**src/rtl/read_channels_subo_p_if.sv**
```systemverilog
// Bus bundle for the read subordinate: AR/R towards the bus master, request/line towards memory.
// The slave modport is the subordinate's view; the master modport is the surrounding system.
interface read_channels_subo_p_if #(
  parameter int ID_W   = 4,
  parameter int ADDR_W = 32,
  parameter int DATA_W = 32,
  parameter int LINE_W = 128
);
  logic              arvalid;
  logic              arready;
  logic [ID_W-1:0]   arid;
  logic [ADDR_W-1:0] araddr;
  logic              rvalid;
  logic              rready;
  logic [ID_W-1:0]   rid;
  logic [DATA_W-1:0] rdata;
  logic              rlast;
  logic              rreqc_s_valid;
  logic              rreqc_s_ready;
  logic [ID_W-1:0]   rreqc_s_id;
  logic [ADDR_W-1:0] rreqc_s_addr;
  logic              rdata_s_valid;
  logic [ID_W-1:0]   rdata_s_id;
  logic [LINE_W-1:0] rdata_s_data;
  logic              finish_rdata_s;

  modport slave (
    input  arvalid, arid, araddr, rready, rreqc_s_ready,
           rdata_s_valid, rdata_s_id, rdata_s_data,
    output arready, rvalid, rid, rdata, rlast,
           rreqc_s_valid, rreqc_s_id, rreqc_s_addr, finish_rdata_s
  );

  modport master (
    output arvalid, arid, araddr, rready, rreqc_s_ready,
           rdata_s_valid, rdata_s_id, rdata_s_data,
    input  arready, rvalid, rid, rdata, rlast,
           rreqc_s_valid, rreqc_s_id, rreqc_s_addr, finish_rdata_s
  );
endinterface

```
**src/rtl/read_channels_subo_p.sv**
```systemverilog
// Read subordinate: queues AR requests in a FIFO for memory and serialises returned lines into R beats.
// Optional RCH_FAST_START_EN presents beat 0 straight from the memory side while idle.
module read_channels_subo_p #(
  parameter int ID_W     = 4,
  parameter int ADDR_W   = 32,
  parameter int DATA_W   = 32,
  parameter int LINE_W   = 128,
  parameter int RQ_DEPTH = 4
) (
  input  logic                 clk,
  input  logic                 rst_n,
  read_channels_subo_p_if.slave bus
);
  localparam int BEATS = LINE_W / DATA_W;
  localparam int CNT_W = (BEATS > 1) ? $clog2(BEATS) : 1;
  localparam int IDX_W = $clog2(RQ_DEPTH);
  localparam int PTR_W = IDX_W + 1;
  localparam logic [CNT_W-1:0] LAST_BEAT = CNT_W'(BEATS - 1);

  logic [ID_W-1:0]   fifo_id   [RQ_DEPTH];
  logic [ADDR_W-1:0] fifo_addr [RQ_DEPTH];
  logic [PTR_W-1:0]  wr_ptr;
  logic [PTR_W-1:0]  rd_ptr;
  logic              full;
  logic              empty;
  logic              push;
  logic              pop;

  // Extra pointer MSB separates full from empty when the index bits match.
  assign empty = (wr_ptr == rd_ptr);
  assign full  = (wr_ptr[PTR_W-1] != rd_ptr[PTR_W-1]) &&
                 (wr_ptr[IDX_W-1:0] == rd_ptr[IDX_W-1:0]);
  assign push  = bus.arvalid && !full;
  assign pop   = bus.rreqc_s_ready && !empty;

  assign bus.arready       = !full;
  assign bus.rreqc_s_valid = !empty;
  assign bus.rreqc_s_id    = fifo_id[rd_ptr[IDX_W-1:0]];
  assign bus.rreqc_s_addr  = fifo_addr[rd_ptr[IDX_W-1:0]];

  always_ff @(posedge clk or negedge rst_n) begin
    if (!rst_n) begin
      wr_ptr <= '0;
      rd_ptr <= '0;
      for (int i = 0; i < RQ_DEPTH; i++) begin
        fifo_id[i]   <= '0;
        fifo_addr[i] <= '0;
      end
    end else begin
      if (push) begin
        fifo_id[wr_ptr[IDX_W-1:0]]   <= bus.arid;
        fifo_addr[wr_ptr[IDX_W-1:0]] <= bus.araddr;
        wr_ptr                       <= wr_ptr + PTR_W'(1);
      end
      if (pop) begin
        rd_ptr <= rd_ptr + PTR_W'(1);
      end
    end
  end

  typedef enum logic [1:0] {IDLE, SEND, DONE} r_state_t;

  r_state_t                     state;
  logic [BEATS-1:0][DATA_W-1:0] line_q;
  logic [CNT_W-1:0]             cnt;
  logic [ID_W-1:0]              rid_q;
  logic                         rvalid_q;
  logic                         rlast_q;
  logic                         finish_q;

  assign bus.finish_rdata_s = finish_q;

`ifdef RCH_FAST_START_EN
  logic fast_idle;
  assign fast_idle  = (state == IDLE) && bus.rdata_s_valid;
  assign bus.rvalid = rvalid_q || fast_idle;
  assign bus.rid    = fast_idle ? bus.rdata_s_id : rid_q;
  assign bus.rdata  = fast_idle ? bus.rdata_s_data[DATA_W-1:0] : line_q[cnt];
  assign bus.rlast  = rlast_q || (fast_idle && (LAST_BEAT == '0));
`else
  assign bus.rvalid = rvalid_q;
  assign bus.rid    = rid_q;
  assign bus.rdata  = line_q[cnt];
  assign bus.rlast  = rlast_q;
`endif

  always_ff @(posedge clk or negedge rst_n) begin
    if (!rst_n) begin
      state    <= IDLE;
      line_q   <= '0;
      cnt      <= '0;
      rid_q    <= '0;
      rvalid_q <= 1'b0;
      rlast_q  <= 1'b0;
      finish_q <= 1'b0;
    end else begin
      unique case (state)
        IDLE: begin
          if (bus.rdata_s_valid) begin
            line_q <= bus.rdata_s_data;
            rid_q  <= bus.rdata_s_id;
`ifdef RCH_FAST_START_EN
            // Beat 0 was already offered combinationally this cycle.
            if (bus.rready && (LAST_BEAT == '0)) begin
              state    <= DONE;
              cnt      <= '0;
              rvalid_q <= 1'b0;
              rlast_q  <= 1'b0;
              finish_q <= 1'b1;
            end else if (bus.rready) begin
              state    <= SEND;
              cnt      <= CNT_W'(1);
              rvalid_q <= 1'b1;
              rlast_q  <= (LAST_BEAT == CNT_W'(1));
            end else begin
              state    <= SEND;
              cnt      <= '0;
              rvalid_q <= 1'b1;
              rlast_q  <= (LAST_BEAT == '0);
            end
`else
            state    <= SEND;
            cnt      <= '0;
            rvalid_q <= 1'b1;
            rlast_q  <= (LAST_BEAT == '0);
`endif
          end
        end
        SEND: begin
          if (bus.rready) begin
            if (cnt == LAST_BEAT) begin
              state    <= DONE;
              rvalid_q <= 1'b0;
              rlast_q  <= 1'b0;
              finish_q <= 1'b1;
            end else begin
              cnt     <= cnt + CNT_W'(1);
              rlast_q <= ((cnt + CNT_W'(1)) == LAST_BEAT);
            end
          end
        end
        DONE: begin
          finish_q <= 1'b0;
          state    <= IDLE;
        end
        default: begin
          state <= IDLE;
        end
      endcase
    end
  end
endmodule
```
**src/flat_wrapper.sv**
```systemverilog
// flat-port wrapper written by rule: the top's interface ports become plain ports
module read_channels_subo_p_flat 
#(
  parameter int ID_W     = 4,
  parameter int ADDR_W   = 32,
  parameter int DATA_W   = 32,
  parameter int LINE_W   = 128,
  parameter int RQ_DEPTH = 4
)
  (clk, rst_n, bus_arvalid, bus_arid, bus_araddr, bus_rready, bus_rreqc_s_ready, bus_rdata_s_valid, bus_rdata_s_id, bus_rdata_s_data, bus_arready, bus_rvalid, bus_rid, bus_rdata, bus_rlast, bus_rreqc_s_valid, bus_rreqc_s_id, bus_rreqc_s_addr, bus_finish_rdata_s);
  read_channels_subo_p_if #(.ID_W(ID_W), .ADDR_W(ADDR_W), .DATA_W(DATA_W), .LINE_W(LINE_W)) bus_i ();
  input  logic clk;
  input  logic rst_n;
  input wire logic [$bits(bus_i.arvalid)-1:0] bus_arvalid;
  input wire logic [$bits(bus_i.arid)-1:0] bus_arid;
  input wire logic [$bits(bus_i.araddr)-1:0] bus_araddr;
  input wire logic [$bits(bus_i.rready)-1:0] bus_rready;
  input wire logic [$bits(bus_i.rreqc_s_ready)-1:0] bus_rreqc_s_ready;
  input wire logic [$bits(bus_i.rdata_s_valid)-1:0] bus_rdata_s_valid;
  input wire logic [$bits(bus_i.rdata_s_id)-1:0] bus_rdata_s_id;
  input wire logic [$bits(bus_i.rdata_s_data)-1:0] bus_rdata_s_data;
  output wire logic [$bits(bus_i.arready)-1:0] bus_arready;
  output wire logic [$bits(bus_i.rvalid)-1:0] bus_rvalid;
  output wire logic [$bits(bus_i.rid)-1:0] bus_rid;
  output wire logic [$bits(bus_i.rdata)-1:0] bus_rdata;
  output wire logic [$bits(bus_i.rlast)-1:0] bus_rlast;
  output wire logic [$bits(bus_i.rreqc_s_valid)-1:0] bus_rreqc_s_valid;
  output wire logic [$bits(bus_i.rreqc_s_id)-1:0] bus_rreqc_s_id;
  output wire logic [$bits(bus_i.rreqc_s_addr)-1:0] bus_rreqc_s_addr;
  output wire logic [$bits(bus_i.finish_rdata_s)-1:0] bus_finish_rdata_s;
  assign bus_i.arvalid = bus_arvalid;
  assign bus_i.arid = bus_arid;
  assign bus_i.araddr = bus_araddr;
  assign bus_i.rready = bus_rready;
  assign bus_i.rreqc_s_ready = bus_rreqc_s_ready;
  assign bus_i.rdata_s_valid = bus_rdata_s_valid;
  assign bus_i.rdata_s_id = bus_rdata_s_id;
  assign bus_i.rdata_s_data = bus_rdata_s_data;
  assign bus_arready = bus_i.arready;
  assign bus_rvalid = bus_i.rvalid;
  assign bus_rid = bus_i.rid;
  assign bus_rdata = bus_i.rdata;
  assign bus_rlast = bus_i.rlast;
  assign bus_rreqc_s_valid = bus_i.rreqc_s_valid;
  assign bus_rreqc_s_id = bus_i.rreqc_s_id;
  assign bus_rreqc_s_addr = bus_i.rreqc_s_addr;
  assign bus_finish_rdata_s = bus_i.finish_rdata_s;
  read_channels_subo_p #(.ID_W(ID_W), .ADDR_W(ADDR_W), .DATA_W(DATA_W), .LINE_W(LINE_W), .RQ_DEPTH(RQ_DEPTH)) u_core (.clk(clk), .rst_n(rst_n), .bus(bus_i));
endmodule
```
**config.mk**
```make
export PLATFORM = sky130hd
export DESIGN_NAME = read_channels_subo_p_flat
export DESIGN_NICKNAME = d
export VERILOG_FILES = /design/src/rtl/read_channels_subo_p_if.sv /design/src/rtl/read_channels_subo_p.sv /design/src/flat_wrapper.sv
export SDC_FILE = /design/constraint.sdc
export NUM_CORES = 1
export LEC_CHECK = 0
export CAP_MARGIN = 20
export CORE_ASPECT_RATIO = 0.7
export CORE_MARGIN = 3
export CORE_UTILIZATION = 56
export CTS_BUF_LIST = sky130_fd_sc_hd__clkbuf_16
export DETAILED_ROUTE_END_ITERATION = 16
export PLACE_DENSITY = 0.93
export REMOVE_ABC_BUFFERS = 1
export SYNTH_ARGS = -nofsm -noshare
export SYNTH_HDL_FRONTEND = slang
export SYNTH_SLANG_ARGS = --single-unit
```
**constraint.sdc**
```tcl
create_clock -name clk -period 7.25 [get_ports clk]
set_input_delay 2.175 -clock clk [delete_from_list [all_inputs] [get_ports clk]]
set_output_delay 2.175 -clock clk [all_outputs]
set_load 0.005 [all_outputs]
```
==> flow_metrics.py, run 1 <==
metrics = {
    "power": {
        "power_frac_clock_pct": 17.0,
        "p_int_mw": 5.53,
        "p_comb_share_pct": 44.6,
        "p_leak_nw": 6.82,
        "ir_worst_vdd_uv": 322,
        "power.share.switching_pct": 29.4,
        "p_sw_mw": 2.31,
        "pwr_density_cell_nw_per_um2": 473,
        "seq_power_share_pct": 38.3,
    },
    "sta": {
        "holdWs_ns": 0.501,
        "tightest_slew_ns": 1.07,
        "drv_slew": 0,
        "grt_setup_unrepaired": "no",
        "fin_crit_ns": 5.13,
        "post-route-period-util_pct": 70.7,
        "relSlewSlack_pct": 28.9,
        "finalHoldViolations": 0,
        "setup_viol": 0,
        "fmax_mhz": 195,
        "fin_skew_ns": 0.0115,
    },
    "grt": {
        "grt_overflow": 0,
        "grt_util_all_layers_pct": 23.4,
        "grt_max_degree": 115,
        "antenna_found_initial": 1,
        "grt_pass1_wl_um": 46900,
        "grt_pass1_vias": 8216,
    },
    "critical_path": {
        "criticalPathCategory": "reg2out",
        "cpMaxStageDelayCell": "dfrtp_2",
        "cpLargestDelayFamily": "buffers and inverters",
        "cp_max_fo": 23,
        "cp_num_cells": 3,
        "cp.arrival_ns": 2.95,
        "worst_setup_path_end_kind": "output pin",
        "max_stage_delay_ns": 0.83,
        "startpoint_type": "register",
        "reg2regPathDepth": 5,
        "cp.required_ns": 5.08,
        "cp_cell_sequence": "buf_4 -> mux4_2 -> clkdlybuf4s50_1",
        "cp_num_buf_inv": 2,
    },
    "cells_and_area": {
        "n_antenna_cell": 0,
        "synthToLayoutAreaGrowth_pct": 27.6,
        "fillers": 1330,
        "multi_input_comb_area_um2": 5450,
        "drive_gt1_share_pct": 39.7,
        "layout.nets": 1174,
        "fin_cells": 1318,
        "seqCellArea_um2": 7240,
    },
    "synthesis": {
        "synth-main-ff-cell": "dfrtp_1",
        "ys_warn_count": 0,
        "synthTopCellsByCount": "dfrtp_1 (289), mux2_2 (206), mux2_4 (72)",
        "ys_types": 31,
        "synth_area_leader_cell": "dfrtp_1",
        "syn_avg_cell_area_um2": 17.4,
        "ys_ff_latch": 289,
        "synth.area.top_cells": "dfrtp_1 (56%), mux2_2 (18%), mux4_2 (12%)",
        "synth.cell_area_um2": 13000,
        "async_reset_ff_share_pct": 100,
        "yosysSeqAreaShare_pct": 55.8,
        "synth-edff-count": 0,
        "synth_most_common_cell": "dfrtp_1",
        "synth.top_cell.area_share_pct": 55.8,
        "synthCells": 744,
    },
    "floorplan": {
        "core_area_um2": 22200,
        "die_y_um": 133,
        "start_util_pct": 58.4,
        "die_w_um": 188,
        "row_count": 45,
        "die_area_um2": 25000,
        "io_pins": 251,
    },
    "route": {
        "vias": 7497,
        "firstDrtPassIters": 4,
        "drt-wirelength-per-cell_um": 22.0,
        "viasPerCell": 5.69,
        "ant_nets": 0,
        "first_iter_violations": 369,
        "drc": 0,
        "drt_wl_total_um": 29000,
    },
    "flow_run": {
        "maxCapViolCount": 0,
    },
    "placement": {
        "dpl.hpwl_um": 18900,
        "dpl.cell_count": 1268,
        "port-buffer-count": 250,
        "globalplace.congestion": 0.800,
    },
    "cts": {
        "cts_setup_buffers": 0,
        "cts_hold_buf": 0,
        "clk_path_buf_depth": 3,
        "cts-root-buf": "clkbuf_16",
        "clk_pin_slew_worst_paths_ns": 0.06,
        "cts_tree": "done",
        "insertion_delay_ns": 0.53,
        "ctsResizeCount": 0,
        "cts_inserted_buffers": 28,
        "numClockSinks": 289,
        "ctsHtreeMaxLevel": 1,
    },
    "worst_hold_path": {
        "hold-path-cell-count": 1,
        "min_path_type": "reg2reg",
    },
    "status": {
        "outcome": "finished clean",
    },
}
[per-layer routing]
metal / share of wire [%] / vias up / GRT usage (%)
li1: - / 3288 / -
met1: 44 / 3943 / 33.1
met2: 48 / 221 / 37.5
met3: 6.7 / 43 / 6.47
met4: 1.7 / 2 / 4.33
met5: 0.045 / - / 0
[registers in the layout, summed over array words and instances (netlist names)]
register / flops
u_core.bus.finish_rdata_s: 1
u_core.bus.rid: 4
u_core.bus.rlast: 1
u_core.bus.rvalid: 1
u_core.cnt: 2
u_core.fifo_addr: 128
u_core.fifo_id: 16
u_core.line_q: 128
u_core.rd_ptr: 3
u_core.state: 2
u_core.wr_ptr: 3
[cells in the final DEF (no fill, tap or decap), drive strengths merged]
cell type and count:
xnor2 4, nand2b 3, nand4 1, xor2 4
mux2 278, o21ai 5, clkbuf 29, a21o 1
buf 14, nor3b 1, dfrtp 289, nand3 1
o311ai 2, a22o 2, nor2 6, mux2i 1
inv 15, clkdlybuf4s50 249, and3b 1, nor2b 3
nand2 7, o31ai 1, mux4 68, clkinv 11
a31oi 7, o2bb2ai 2, bufinv 1, ha 7
[power by group through the flow]
| stage | Combinational (mW) | Clock (mW) | Sequential (mW) |
|---|---|---|---|
| global placement | 3.41 | 0 | 2.95 |
| CTS | 3.55 | 1.36 | 3.00 |
| floorplan | 2.21 | 0 | 2.88 |
| global route | 3.74 | 1.43 | 3.10 |
| finish | 3.50 | 1.33 | 3.00 |
| detailed placement | 3.52 | 0 | 2.99 |
[kinds of logic (layout without fill, tap and decap cells)]
family	count (synthesis)	after routing	share of synthesized area (%)
AO/OA/AOI/OAI	20	20	1.52
XOR/XNOR	8	8	0.801
adder cells (fa/ha/maj)	7	7	0.675
buffers and inverters	50	319	2.24
flip-flops	289	289	55.8
multiplexers	347	347	38.1
AND/OR/NAND/NOR	23	23	0.878
[area by class of cell]
type / instances / area share [%]
Inverter: 6 / 0.136
Tap cell: 305 / 2.31
Clock buffer: 29 / 4.38
Multi-Input combinational cell: 405 / 32.9
Sequential cell: 289 / 43.7
Clock inverter: 21 / 0.643
Timing Repair Buffer: 263 / 15.9
[metrics by stage]
step	total power [mW]	cell area [µm²]	setup slack [ns]	utilization, %	setup TNS [ns]
4_1_cts	7.91	16600	2.05	74.6	0
2_1_floorplan	5.09	12700	-5.79	-	-784.57
3_5_place_dp	6.51	15700	2.63	70.9	0
6_report	7.83	16600	2.12	74.6	0
5_1_grt	8.27	16600	1.89	74.6	0
3_3_place_gp	6.37	15700	2.62	70.9	0
[path summary, 6_finish.rpt]
kind / start / endpoint / slack [ns]
max in group asynchronous: rst_n / u_core.rd_ptr[0] / 4.41
min: u_core.fifo_addr[59] / u_core.fifo_addr[59] / 0.50
max reg2reg: u_core.rd_ptr[0] / u_core.fifo_addr[0] / 3.83
max: u_core.rd_ptr[0] / bus_rreqc_s_id[3] / 2.12
min in group asynchronous: rst_n / u_core.fifo_addr[63] / 1.66
min reg2reg: u_core.fifo_addr[59] / u_core.fifo_addr[59] / 0.50
Note: power is estimated with default switching activity, not from simulation.
==> run 2, diff against run 1 <==
CORE_UTILIZATION = 52   (was 56)
PLACE_DENSITY = 0.88   (was 0.93)
clock period = 5.4 ns   (was 7.25 ns; I/O delays follow)
==> run 2 against run 1 <==
  * Core utilization is 5.3 points lower
  * Cell area is 0.73% higher
  * Largest power group unchanged
  * Clock power is 41% higher
==> flow_metrics.py, run 2 (synthesized netlist as in run 1, its figures left out) <==
metrics = {
    "sta": {
        "fmax_mhz": 233,
        "drv_slew": 0,
        "finalHoldViolations": 0,
        "relSlewSlack_pct": 34.9,
        "fin_crit_ns": 4.30,
        "setup_viol": 0,
        "fin_ws_ns": 1.10,
        "post-route-period-util_pct": 79.6,
        "fin_skew_ns": 0.0231,
        "tightest_slew_ns": 0.977,
        "grt_setup_unrepaired": "no",
    },
    "placement": {
        "dpl.hpwl_um": 19100,
        "globalplace.congestion": 0.746,
        "port-buffer-count": 250,
        "place_ws_ns": 1.52,
    },
    "cells_and_area": {
        "layout.nets": 1178,
        "n_antenna_cell": 0,
        "top_regs": "u_core.fifo_addr x128, u_core.line_q x128, u_core.fifo_id x16",
        "layout_common_cells": "dfrtp_1 (286), clkdlybuf4s50_1 (249), mux2_2 (206)",
        "final_util_pct": 69.3,
        "drive_gt1_share_pct": 40.5,
        "synthToLayoutAreaGrowth_pct": 28.6,
        "mostFrequentLayoutCell": "dfrtp_1",
    },
    "critical_path": {
        "startpoint_type": "register",
        "worst_setup_path_end_kind": "output pin",
        "max_stage_delay_ns": 0.73,
        "cp_num_buf_inv": 2,
        "cp.arrival_ns": 2.68,
        "r2r_slack_ns": 2.24,
        "cp_max_fo": 29,
        "cp.required_ns": 3.78,
        "cpMaxStageDelayCell": "dfrtp_2",
        "criticalPathCategory": "reg2out",
        "cp_cell_sequence": "buf_12 -> mux4_2 -> clkdlybuf4s50_1",
        "cpLargestDelayFamily": "buffers and inverters",
    },
    "cts": {
        "insertion_delay_ns": 0.55,
        "ctsHtreeMaxLevel": 1,
        "ctsResizeCount": 0,
        "cts_setup_buffers": 0,
        "clk_pin_slew_worst_paths_ns": 0.06,
        "numClockSinks": 289,
        "cts_inserted_buffers": 29,
        "cts_tree": "done",
        "cts_hold_buf": 0,
        "cts-root-buf": "clkbuf_16",
        "clk_path_buf_depth": 3,
    },
    "floorplan": {
        "start_util_pct": 53.9,
        "io_pins": 251,
        "core_area_um2": 24100,
        "die_y_um": 138,
        "die_area_um2": 26900,
        "die_w_um": 195,
        "row_count": 47,
    },
    "route": {
        "ant_nets": 0,
        "viasPerCell": 5.55,
        "wl_met1_um": 12600,
        "first_iter_violations": 268,
        "firstDrtPassIters": 4,
        "dr_wl_met3_um": 1980,
        "drt-wirelength-per-cell_um": 21.6,
        "drt_wl_total_um": 28800,
        "vias": 7392,
        "drc": 0,
        "wl_met2_um": 13600,
        "top_layer_used": "met5",
    },
    "power": {
        "power.share.switching_pct": 29.3,
        "ir_worst_vdd_uv": 399,
        "power_frac_clock_pct": 17.6,
        "pwr_density_cell_nw_per_um2": 637,
        "fin_total_pwr_mw": 10.6,
        "p_leak_nw": 6.86,
        "p_sw_mw": 3.11,
        "p_int_mw": 7.51,
        "seq_power_share_pct": 37.8,
        "p_comb_share_pct": 44.5,
    },
    "grt": {
        "grt_pass1_vias": 8297,
        "grt_util_all_layers_pct": 21.7,
        "grt_pass1_wl_um": 46800,
        "grt_max_degree": 118,
        "grt_overflow": 0,
        "antenna_found_initial": 2,
    },
    "status": {
        "outcome": "finished clean",
    },
    "worst_hold_path": {
        "min_path_type": "reg2reg",
    },
    "flow_run": {
        "maxCapViolCount": 0,
    },
}
run 2: cell types whose count changed in the layout (fill, tap and decap cells not counted):
cell       change
clkinv_1       -5
buf_12         +4
buf_4          -1
inv_8          +1
inv_1          -3
bufinv_16      +1
clkinv_2       +4
run 2: cell type report:
| type | instances | area (µm²) |
|---|---|---|
| clock buffers | 29 | 726 |
| clock inverters | 19 | 138 |
| fillers | 1592 | 7380 |
| inverters | 6 | 22.5 |
| multi-input cells | 405 | 5450 |
| flip-flops and latches | 289 | 7240 |
| well taps | 318 | 398 |
| repair buffers | 266 | 2700 |
run 2: path summary, 6_finish.rpt:
| check | endpoint | startpoint | depth (start not counted) |
|---|---|---|---|
| worst max-delay path | bus_rreqc_s_addr[17] | u_core.rd_ptr[0] | 3 |
| worst min-delay path | u_core.fifo_id[7] | u_core.fifo_id[7] | 1 |
| worst max register to register | u_core.fifo_addr[91] | u_core.rd_ptr[1] | 5 |
| worst min register to register | u_core.fifo_id[7] | u_core.fifo_id[7] | 1 |
| max in group asynchronous | u_core.bus.rid[2] | rst_n | 2 |
| min in group asynchronous | u_core.line_q[31] | rst_n | 1 |
run 2: layer usage:
layer	vias to the layer above	global-route usage (%)
li1	3273	-
met1	3868	30.2
met2	203	34.9
met3	44	6.13
met4	4	4.12
met5	-	0
run 2: power groups by stage:
stage,Sequential (mW),Clock (mW),Combinational (mW)
after floorplan,3.87,0,2.97
after global placement,3.96,0,4.65
after detailed placement,4.02,0,4.76
after CTS,4.02,1.92,4.80
after global routing,4.17,2.01,5.05
final,4.02,1.87,4.73
run 2: metrics by stage:
stage / hold slack (ns) / TNS [ns] / instances / instance area [µm²]
after CTS: 0.506 / 0 / 1332 / 16700
final: 0.502 / 0 / 1332 / 16700
after global placement: 0.484 / 0 / 1284 / 15800
after global routing: 0.510 / 0 / 1332 / 16700
after detailed placement: 0.489 / 0 / 1284 / 15800
after floorplan: 0.475 / -960.69 / 700 / 12700
==> run 3, diff against run 2 <==
clock period = 4.31 ns   (was 5.4 ns; I/O delays follow)
==> run 3 against run 2 <==
  * Power up 25%
  * Clock skew down 0.0056 ns
  * Highest routed layer unchanged
  * Largest power group unchanged
  * Core utilization up 0.14 points
  * Combinational power up 25%
  * Clock power up 24%
==> flow_metrics.py, run 3 (synthesized netlist as in run 1, its figures left out) <==
metrics = {
    "status": {
        "outcome": "finished clean",
    },
    "cells_and_area": {
        "layout_common_cells": "dfrtp_1 (286), clkdlybuf4s50_1 (249), mux2_2 (206)",
        "synthToLayoutAreaGrowth_pct": 28.8,
        "drive_gt1_share_pct": 40.6,
        "top_regs": "u_core.fifo_addr x128, u_core.line_q x128, u_core.fifo_id x16",
        "mostFrequentLayoutCell": "dfrtp_1",
        "n_antenna_cell": 0,
        "final_util_pct": 69.4,
        "layout.nets": 1179,
    },
    "power": {
        "p_int_mw": 9.38,
        "ir_worst_vdd_uv": 531,
        "pwr_density_cell_nw_per_um2": 792,
        "p_sw_mw": 3.86,
        "power_frac_clock_pct": 17.4,
        "p_leak_nw": 6.88,
        "power.share.switching_pct": 29.2,
        "seq_power_share_pct": 37.8,
        "fin_total_pwr_mw": 13.2,
        "p_comb_share_pct": 44.8,
    },
    "critical_path": {
        "startpoint_type": "register",
        "reg2regPathDepth": 5,
        "cp_max_fo": 25,
        "cp.arrival_ns": 2.69,
        "worst_setup_path_end_kind": "output pin",
        "cp.required_ns": 3.02,
        "criticalPathCategory": "reg2out",
    },
    "floorplan": {
        "die_y_um": 138,
        "start_util_pct": 53.9,
        "core_area_um2": 24100,
        "die_w_um": 195,
        "die_area_um2": 26900,
        "io_pins": 251,
        "row_count": 47,
    },
    "cts": {
        "cts-root-buf": "clkbuf_16",
        "cts_setup_buffers": 0,
        "cts_tree": "done",
        "ctsResizeCount": 0,
        "clk_pin_slew_worst_paths_ns": 0.06,
        "cts_inserted_buffers": 28,
        "cts_hold_buf": 0,
        "insertion_delay_ns": 0.54,
        "clk_path_buf_depth": 3,
        "ctsHtreeMaxLevel": 1,
        "numClockSinks": 289,
    },
    "grt": {
        "grt_max_degree": 89,
        "grt_pass1_vias": 8315,
        "antenna_found_initial": 1,
        "grt_util_all_layers_pct": 21.3,
        "grt_overflow": 0,
        "grt_pass1_wl_um": 46700,
    },
    "worst_hold_path": {
        "min_path_type": "reg2reg",
        "hold-path-cell-count": 1,
    },
    "placement": {
        "port-buffer-count": 250,
        "dpl.hpwl_um": 19100,
        "globalplace.congestion": 0.803,
    },
    "route": {
        "drt_wl_total_um": 28400,
        "ant_nets": 0,
        "viasPerCell": 5.59,
        "vias": 7469,
        "drt-wirelength-per-cell_um": 21.3,
        "first_iter_violations": 302,
        "drc": 0,
        "firstDrtPassIters": 4,
    },
    "flow_run": {
        "maxCapViolCount": 0,
    },
    "sta": {
        "grt_setup_unrepaired": "no",
        "finalHoldViolations": 0,
        "fin_skew_ns": 0.0175,
        "fmax_mhz": 251,
        "setup_viol": 0,
        "tightest_slew_ns": 0.732,
        "relSlewSlack_pct": 51.2,
        "post-route-period-util_pct": 92.5,
        "fin_crit_ns": 3.99,
        "drv_slew": 0,
        "fin_tns_setup_ns": 0,
    },
}
## run 3: area by class of cell
class | instances | area, µm²
multi-input combinational | 405 | 5450
inverter | 6 | 22.5
clock inverter | 22 | 155
clock buffer | 28 | 701
tap | 318 | 398
sequential | 289 | 7240
fill | 1562 | 7350
timing repair buffer | 268 | 2740
## run 3: per-stage QoR
| stage | area (µm²) | hold WS (ns) | worst slack, ns | cells |
|---|---|---|---|---|
| detailed placement | 15800 | 0.489 | 0.808 | 1286 |
| global route | 16700 | 0.519 | 0.170 | 1336 |
| CTS | 16700 | 0.504 | 0.222 | 1336 |
| floorplan | 12700 | 0.475 | -7.85 | 700 |
| global placement | 15800 | 0.483 | 0.826 | 1286 |
| finish | 16700 | 0.502 | 0.324 | 1336 |
## run 3: worst paths after layout
check,startpoint,to,slack (ns)
setup / recovery,u_core.rd_ptr[0],bus_rreqc_s_addr[17],0.32
hold / removal,u_core.line_q[79],u_core.line_q[79],0.50
setup reg to reg,u_core.rd_ptr[0],u_core.fifo_addr[96],1.75
hold reg to reg,u_core.line_q[79],u_core.line_q[79],0.50
max in group asynchronous,rst_n,u_core.fifo_addr[127],2.74
min in group asynchronous,rst_n,u_core.line_q[63],0.77
## run 3: worst max-delay path: stages, from the launching register on
cell	delay [ns]
dfrtp_2	0.80
buf_12	0.31
mux4_2	0.52
clkdlybuf4s50_1	0.52
## run 3: layer usage
| metal | vias up | GRT usage, % | part of all wire [%] |
|---|---|---|---|
| met5 | - | 0 | 0.046 |
| met4 | 2 | 4.01 | 1.9 |
| met3 | 42 | 5.54 | 7.0 |
| met2 | 212 | 33.9 | 47 |
| met1 | 3922 | 30.4 | 44 |
| li1 | 3291 | - | - |
## run 3: power groups by stage
| stage | sequential, mW | clock [mW] | combinational [mW] |
|---|---|---|---|
| final | 5.00 | 2.31 | 5.93 |
| after CTS | 5.00 | 2.37 | 6.02 |
| after detailed placement | 5.01 | 0 | 6.00 |
| after global routing | 5.18 | 2.49 | 6.34 |
| after floorplan | 4.85 | 0 | 3.72 |
| after global placement | 4.94 | 0 | 5.83 |
